**config.mk**
```make
export PLATFORM = sky130hd
export DESIGN_NAME = block_dispatcher
export DESIGN_NICKNAME = d
export VERILOG_FILES = /design/src/rtl/block_dispatcher.sv
export SDC_FILE = /design/constraint.sdc
export NUM_CORES = 1
export LEC_CHECK = 0
export ABC_AREA = 1
export CAP_MARGIN = 10
export CORE_ASPECT_RATIO = 1.2
export CORE_MARGIN = 3
export CORE_UTILIZATION = 38
export CTS_BUF_LIST = sky130_fd_sc_hd__clkbuf_8
export DETAILED_ROUTE_END_ITERATION = 10
export GPL_ROUTABILITY_DRIVEN = 0
export PLACE_DENSITY = 0.59
export SLEW_MARGIN = 25
export SYNTH_ARGS = -nofsm -noshare
export SYNTH_HDL_FRONTEND = slang
export SYNTH_SLANG_ARGS = --single-unit
```
**constraint.sdc**
```tcl
create_clock -name clk -period 1.9 [get_ports clk]
set_input_delay 0.38 -clock clk [delete_from_list [all_inputs] [get_ports clk]]
set_output_delay 0.38 -clock clk [all_outputs]
set_load 0.05 [all_outputs]
```
**src/rtl/block_dispatcher.sv**
```systemverilog
`default_nettype none
// ============================================================================
// Module   : block_dispatcher
// Purpose  : Splits a kernel's thread count into fixed-size blocks and hands
//            them one per cycle to idle compute cores, raising done once every
//            dispatched block has reported completion.
// Ports    : clk               - clock, rising edge
//            reset             - synchronous, active-low
//            start             - launches a kernel when seen in IDLE
//            thread_count      - total kernel threads (latched at launch)
//            core_done         - per-core block completion pulses
//            core_start        - per-core "owns a block" level
//            core_reset        - per-core "idle / released" level
//            core_block_id     - per-core block index, 8 bits per core
//            core_thread_count - per-core valid threads in the block, TW bits
//            done              - kernel complete, held until reset
// Revision : 1.0 - initial release
// ============================================================================
module block_dispatcher #(
    parameter int NUM_CORES         = 2,
    parameter int THREADS_PER_BLOCK = 4,
    parameter int TW                = $clog2(THREADS_PER_BLOCK) + 1
) (
    input  logic                    clk,
    input  logic                    reset,
    input  logic                    start,
    input  logic [7:0]              thread_count,
    input  logic [NUM_CORES-1:0]    core_done,
    output logic [NUM_CORES-1:0]    core_start,
    output logic [NUM_CORES-1:0]    core_reset,
    output logic [NUM_CORES*8-1:0]  core_block_id,
    output logic [NUM_CORES*TW-1:0] core_thread_count,
    output logic                    done
);

    localparam logic [1:0] c_IDLE = 2'd0;
    localparam logic [1:0] c_RUN  = 2'd1;
    localparam logic [1:0] c_DONE = 2'd2;

    localparam int                   c_LOG2_TPB = $clog2(THREADS_PER_BLOCK);
    localparam logic [15:0]          c_TPB_W    = 16'(THREADS_PER_BLOCK);
    localparam logic [TW-1:0]        c_TPB_TW   = TW'(THREADS_PER_BLOCK);
    localparam logic [8:0]           c_ROUND    = 9'(THREADS_PER_BLOCK - 1);
    localparam logic [NUM_CORES-1:0] c_ONE      = NUM_CORES'(1);

    logic [1:0]              r_state;
    logic [1:0]              w_next_state;
    logic [7:0]              r_count;
    logic [7:0]              r_total;
    logic [7:0]              r_disp;
    logic [7:0]              r_bdone;
    logic [NUM_CORES-1:0]    r_core_start;
    logic [NUM_CORES-1:0]    r_core_reset;
    logic [NUM_CORES*8-1:0]  r_block_id;
    logic [NUM_CORES*TW-1:0] r_tcnt;
    logic                    r_done;

    logic                    w_launch;
    logic                    w_run;
    logic [7:0]              w_total;
    logic [NUM_CORES-1:0]    w_eligible;
    logic [NUM_CORES-1:0]    w_grant;
    logic [NUM_CORES-1:0]    w_counted;
    logic [7:0]              w_popcnt;
    logic [15:0]             w_rem;
    logic [TW-1:0]           w_blk_cnt;

    // Next-state logic
    always_comb begin
        w_next_state = r_state;
        case (r_state)
            c_IDLE:  if (start) w_next_state = c_RUN;
            c_RUN:   if (r_bdone == r_total) w_next_state = c_DONE;
            c_DONE:  w_next_state = c_DONE;
            default: w_next_state = c_IDLE;
        endcase
    end

    assign w_launch = (r_state == c_IDLE) && start;
    assign w_run    = (r_state == c_RUN);

    // Ceiling division done in 9 bits so thread_count near 255 cannot wrap
    // before the shift; the result always fits back into 8 bits.
    assign w_total = 8'(({1'b0, thread_count} + c_ROUND) >> c_LOG2_TPB);

    // Idle cores compete only while undispatched blocks remain; the
    // two's-complement trick isolates the lowest-index requester.
    assign w_eligible = (w_run && (r_disp < r_total)) ? r_core_reset : '0;
    assign w_grant    = w_eligible & (~w_eligible + c_ONE);

    // Completion pulses from cores that do not own a block are ignored.
    assign w_counted = w_run ? (core_done & r_core_start) : '0;

    always_comb begin
        w_popcnt = '0;
        for (int i = 0; i < NUM_CORES; i++) begin
            w_popcnt = w_popcnt + 8'(w_counted[i]);
        end
    end

    // Threads left for the block about to be dispatched; always nonzero
    // whenever a grant is possible, so only the upper clamp is needed.
    assign w_rem     = {8'b0, r_count} - ({8'b0, r_disp} << c_LOG2_TPB);
    assign w_blk_cnt = (w_rem >= c_TPB_W) ? c_TPB_TW : w_rem[TW-1:0];

    always_ff @(posedge clk) begin
        if (!reset) begin
            r_state      <= c_IDLE;
            r_count      <= '0;
            r_total      <= '0;
            r_disp       <= '0;
            r_bdone      <= '0;
            r_core_start <= '0;
            r_core_reset <= '1;
            r_block_id   <= '0;
            r_tcnt       <= '0;
            r_done       <= 1'b0;
        end else begin
            r_state <= w_next_state;
            r_done  <= (w_next_state == c_DONE);

            if (w_launch) begin
                r_count <= thread_count;
                r_total <= w_total;
                r_disp  <= '0;
                r_bdone <= '0;
            end

            if (w_run) begin
                r_bdone <= r_bdone + w_popcnt;
                if (|w_grant) begin
                    r_disp <= r_disp + 8'd1;
                end
                // A granted core is idle, so it can never also be counted
                // complete in the same cycle.
                for (int i = 0; i < NUM_CORES; i++) begin
                    if (w_counted[i]) begin
                        r_core_start[i] <= 1'b0;
                        r_core_reset[i] <= 1'b1;
                    end
                    if (w_grant[i]) begin
                        r_core_start[i]       <= 1'b1;
                        r_core_reset[i]       <= 1'b0;
                        r_block_id[i*8 +: 8]  <= r_disp;
                        r_tcnt[i*TW +: TW]    <= w_blk_cnt;
                    end
                end
            end
        end
    end

    assign core_start        = r_core_start;
    assign core_reset        = r_core_reset;
    assign core_block_id     = r_block_id;
    assign core_thread_count = r_tcnt;
    assign done              = r_done;

endmodule
`default_nettype wire

```
==> flow_metrics.tcl, run 1 <==
set metrics [dict create \
    hp-start "core_block_id[15]$_SDFFE_PN0P_" \
    ys_ff_latch 60 \
    io_pins 40 \
    hpwl_um 5280 \
    firstDrtPassIters 4 \
    cts_tree "done" \
    fin_setup_tns_ps 0 \
    syn_to_final_growth_pct 32.3 \
    fin_cells 592 \
    fin_nets 525 \
    grt_max_degree 28 \
    critPathCaptureType "flop" \
    yosys_warnings 0 \
    grt_pass1_vias 2593 \
    drc_errors 0 \
    ir_drop_mv 0.337 \
    synth-edff-count 0 \
    htreeDepth 3 \
    final_util_pct 52.4 \
    clk_latency_ps 330 \
    placementRows 35 \
    max_stage_delay_ps 470 \
    p_leak_nw 1.97 \
    syn_avg_cell_area_sq_um 7.15 \
    worst_path_most_repeated_cell "nor2_1" \
    cts_sinks 60 \
    grt_pass1_wl_um 11900 \
    crit_required_ps 2180 \
    cts_inserted_buffers 9 \
    die_area_sq_mm 0.00925 \
    outcome "complete, no violations" \
    async_flop_share_pct 0 \
    via_count 2809 \
    maxCapViolations 0 \
    cts-root-buf "clkbuf_8" \
    skew_ps 12.0 \
    rrSetupSlack_ps 50 \
    r2r_start "r_count[2]$_SDFFE_PN0P_" \
    crit_family "simple AND/OR/NAND/NOR gates" \
    reg2reg_depth 11 \
    dominantRegCellSynth "dfxtp_1" \
    slew_violations 0 \
    cts.path.max_buffers 2 \
    crit_arrival_ps 2130 \
    worst_slew_pin_slew_ps 507 \
    r2r_end "core_thread_count[1]$_SDFFE_PN0P_" \
    start_kind "flop" \
    yosysTopAreaCell "dfxtp_1" \
    synth_nets 461 \
    grt_setup_unrepaired "yes" \
    path_clk_slew_ps 70 \
    gr-total-overflow 0 \
    crit_path_cell_trace "inv_2, ha_4, fa_1, nand2_1, nor3_2, nand3_1, nor2_1, nand3_2, nor2_2, nor2_1, nor2_1" \
    drtIter0Drc 91 \
    crit_path_start "r_count[2]$_SDFFE_PN0P_" \
    min_period_ps 1850 \
    track_usage_pct 16.5 \
    synth_cells 432 \
    whs_ps 442 \
    max_clock_freq_ghz 0.539 \
    critPathMaxFanout 4 \
    antenna_found_initial 0 \
    p_per_area_mw_per_mm2 961 \
    die_h_um 105 \
    synth.distinct_cells 36 \
    die_x_um 88.3 \
    hp-class "reg -> reg" \
    period_share_pct 97.6 \
    critical_path_class "reg -> reg" \
    yosys-top-cells-area "dfxtp_1 (39%), nand2_1 (12%), nor2_1 (7.3%)" \
    start_util_pct 39.6 \
    setup_violations 0 \
    whs_endpoint "core_block_id[15]$_SDFFE_PN0P_" \
    drive_gt1_share_pct 17.0 \
    whs_path_depth 2 \
    netlist_area_sq_mm 0.00309 \
    placement.io_buffers 39 \
    yosysMostFrequentCell "nand2_1" \
    crit_buf_inv 1 \
    dp_cells 576 \
    viasPerCell 4.74 \
    ys_seq_area_share_pct 38.9 \
    crit_slowest_cell "fa_1" \
    synth_top_area_share_pct 38.9 \
    synth_commonest_cells "nand2_1 (102), dfxtp_1 (60), nor2_1 (60), inv_1 (51), a21oi_1 (40)" \
    wl_um 7170 \
    fillers 756 \
    diodes 0 \
    coreArea_sq_mm 0.00779 \
    final_hold_viol_count 0 \
    slew_headroom_pct 66.1 \
    avgRoutedWirePerCell_um 12.1 \
    ant_nets 0 \
    hold_buffers 0 \
]
## logic make-up (layout without fill, tap and decap cells)
group,Yosys count,count (layout),synth area share [%]
and+or+nand+nor,197,197,27.7
AOI/OAI and AO/OA,74,74,13.1
buffers and inverters,72,140,9.61
DFF,60,60,38.9
adders and majority gates,16,16,6.97
xor gates and xnor gates,13,13,3.69
## sequential cells by signal (all words and copies together) (netlist names)
| name | flops |
|---|---|
| core_block_id | 16 |
| r_count | 8 |
| core_reset | 2 |
| core_start | 2 |
| r_state | 2 |
| r_bdone | 8 |
| done | 1 |
| core_thread_count | 6 |
| r_disp | 8 |
| r_total | 7 |
## cells in the final DEF (no fill, tap or decap), types with 11 or more instances in the layout
| master | Yosys | final |
|---|---|---|
| nor2_1 | 60 | 53 |
| ha_1 | 14 | 11 |
| o21ai_0 | 22 | 22 |
| dfxtp_1 | 60 | 54 |
| clkdlybuf4s50_1 | 0 | 26 |
| xor2_1 | 12 | 12 |
| a21oi_1 | 40 | 39 |
| nand2_1 | 102 | 102 |
| inv_1 | 51 | 50 |
| buf_4 | 1 | 31 |
## layout make-up
type / instances / area, sq um / share of cell area [%]
Multi-Input combinational cell: 300 / 1690 / 41.4
Sequential cell: 60 / 1210 / 29.6
Timing Repair Buffer: 68 / 638 / 15.6
Inverter: 57 / 216 / 5.30
Clock buffer: 10 / 138 / 3.37
Tap cell: 92 / 115 / 2.82
Clock inverter: 5 / 77.6 / 1.90
## worst max path at each step
stage | endpoint | slack (ps) | cells past startpoint
detailed placement | r_bdone[6]$_SDFFE_PN0P_ | -310 | 11
finish | core_thread_count[1]$_SDFFE_PN0P_ | 50 | 11
CTS | core_block_id[15] | 7 | 1
global route | core_thread_count[1]$_SDFFE_PN0P_ | -70 | 11
global placement | r_bdone[6]$_SDFFE_PN0P_ | -230 | 11
floorplan | r_bdone[6]$_SDFFE_PN0P_ | 10 | 10
## per-layer routing
metal	track usage [%]	share of wire [%]	vias up
met3	4.34	3.7	2
li1	-	-	1500
met4	7.02	0.61	0
met2	25.4	50	46
met5	0	0	-
met1	21.4	46	1261
## stage by stage
stage	power [mW]	area [sq um]	setup slack, ps
floorplan	2.26	3100	12.0
global placement	2.61	3730	-233
detailed placement	2.63	3730	-306
CTS	3.91	3970	7.25
global route	4.19	4080	-70.1
finish	3.92	4080	45.8
## repair_timing
item,CTS,global route
setup endpoints to repair,4,32
gates resized for setup,5,30
buffers inserted,0,1
pin swaps,3,7
## power by group
group          internal, mW  leakage, nW  switching (mW)  total, mW
Combinational         0.461         1.36           0.753       1.21
Clock                 0.762        0.114           0.482       1.24
Sequential             1.37        0.491          0.0948       1.46
## tightest hold or removal path, delay by kind of cell (launching register included)
kind | cells | cell delay [ps]
flops | 1 | 310
simple gates | 2 | 90
Note: power is estimated with default switching activity, not from simulation.
==> run 2, diff against run 1 <==
REMOVE_ABC_BUFFERS = 1   (was default)
==> run 2 against run 1 <==
The run now ends with setup timing left. Sequential power is essentially flat. Non-clock buffer count grew 6. Register-to-register slack lost 60 ps. Worst setup slack got worse by 60 ps.
==> flow_metrics.tcl, run 2 (same netlist as run 1, synthesis figures left out) <==
set metrics [dict create \
    outcome "finished, violations left" \
    violations "setup timing" \
    die_h_um 105 \
    crit_required_ps 2160 \
    p_leak_nw 2.16 \
    slew_headroom_pct 60.8 \
    critPathCaptureType "flop" \
    maxCapViolations 0 \
    ir_drop_mv 0.417 \
    hpwl_um 5540 \
    critical_path_class "reg -> reg" \
    htreeDepth 3 \
    hp-start "core_block_id[15]$_SDFFE_PN0P_" \
    path_clk_slew_ps 80 \
    placementRows 35 \
    via_count 2937 \
    hold_buffers 0 \
    track_usage_pct 17.9 \
    cts-root-buf "clkbuf_8" \
    reg2reg_depth 12 \
    crit_arrival_ps 2170 \
    period_share_pct 101 \
    firstDrtPassIters 4 \
    skew_ps 10.0 \
    grt_pass1_vias 2781 \
    fin_setup_tns_ps -14.1 \
    r2r_end "r_bdone[6]$_SDFFE_PN0P_" \
    largest_reg_flops 16 \
    max_clock_freq_ghz 0.522 \
    start_kind "flop" \
    cts.path.max_buffers 2 \
    cts_sinks 60 \
    p_per_area_mw_per_mm2 972 \
    drtIter0Drc 103 \
    final_common_cell "nand2_1" \
    io_pins 40 \
    whs_path_depth 2 \
    rrSetupSlack_ps -10 \
    p_total_mw 4.11 \
    placement.io_buffers 39 \
    syn_to_final_growth_pct 37.1 \
    wl_um 7720 \
    min_period_ps 1910 \
    diodes 0 \
    grt_pass1_wl_um 13000 \
    viasPerCell 4.90 \
    cts_tree "done" \
    grt_max_degree 28 \
    worst_slew_pin_slew_ps 582 \
    die_x_um 88.3 \
    coreArea_sq_mm 0.00779 \
    hp-class "reg -> reg" \
    antenna_found_initial 0 \
    setup_violations 1 \
    drive_gt1_share_pct 19.5 \
    cts_inserted_buffers 9 \
    setup_ws_ps -14.1 \
    clk_latency_ps 340 \
    placed_area_sq_mm 0.00378 \
    ant_nets 0 \
    r2r_start "r_state[0]$_SDFF_PN0_" \
    start_util_pct 39.6 \
    die_area_sq_mm 0.00925 \
    fin_nets 531 \
    gr-total-overflow 0 \
    drc_errors 0 \
    whs_endpoint "core_block_id[15]$_SDFFE_PN0P_" \
    final_hold_viol_count 0 \
    slew_violations 0 \
    layout_common_cells "nand2_1 (98), nor2_1 (53), dfxtp_1 (53), inv_1 (50), a21oi_1 (39)" \
    avgRoutedWirePerCell_um 12.9 \
    final_area_sq_mm 0.00423 \
    critPathMaxFanout 3 \
    grt_setup_unrepaired "yes" \
]
run 2: cell count changes in the layout (fill, tap and decap cells not counted), moves of 3 or more:
cell             before  now
clkdlybuf4s50_1      26   18
nand2_1             102   98
nand2_2               2    5
dlymetal6s2s_1       10   17
clkinvlp_4            0    3
buf_4                31   34
run 2: final cells by class:
type                       instances  area (sq um)
timing repair buffer              74           728
clock buffer                       9           124
clock inverter                     7           116
sequential                        60          1210
multi-input combinational        300          1720
fill                             760          3560
inverter                          57           216
tap                               92           115
run 2: critical path: stages (launching register included):
cell	delay (ps)
dfxtp_2	350
inv_2	50
nor2_4	120
inv_4	60
nor2_4	130
fa_2	240
ha_4	150
nand2_4	60
nor3_4	220
nand2_2	90
nor2_4	130
a21oi_2	40
a211oi_2	180
run 2: worst max-delay path by stage:
stage,startpoint,cells after the start,end
6_report,r_state[0]$_SDFF_PN0_,12,r_bdone[6]$_SDFFE_PN0P_
3_5_place_dp,core_done[0],11,r_bdone[6]$_SDFFE_PN0P_
3_3_place_gp,core_done[0],11,r_bdone[6]$_SDFFE_PN0P_
5_1_grt,r_state[0]$_SDFF_PN0_,12,r_bdone[6]$_SDFFE_PN0P_
2_1_floorplan,core_start[0]$_SDFFE_PN0P_,10,r_bdone[6]$_SDFFE_PN0P_
4_1_cts,r_state[0]$_SDFF_PN0_,12,r_bdone[6]$_SDFFE_PN0P_
run 2: what timing repair did:
item | in CTS | in global routing
setup endpoints to repair | 8 | 34
setup buffers | 0 | 4
pin swaps | 3 | 17
resized for setup | 13 | 46
run 2: routing by layer:
layer  GRT usage [%]  wire length, um  vias up
met2            28.8             3780       61
met5               0                0        -
met4            8.42              212        0
met3            3.15              232       15
li1                -                -     1516
met1            22.8             3490     1345
run 2: per-stage QoR:
step / setup WS, ps / utilization, % / instances / hold WS [ps]
after floorplan: -85.4 / - / 417 / 429
after global placement: -327 / 48.5 / 580 / 425
after detailed placement: -425 / 48.5 / 580 / 430
after CTS: 4.53 / 52.1 / 596 / 443
after global routing: -90.8 / 54.3 / 599 / 464
final: -14.1 / 54.3 / 599 / 439
run 2: power by group:
group          leakage (nW)  switching [mW]  internal, mW  total (mW)
sequential            0.491          0.0950          1.37        1.46
clock                 0.113           0.532         0.866        1.40
combinational          1.56           0.763         0.489        1.25
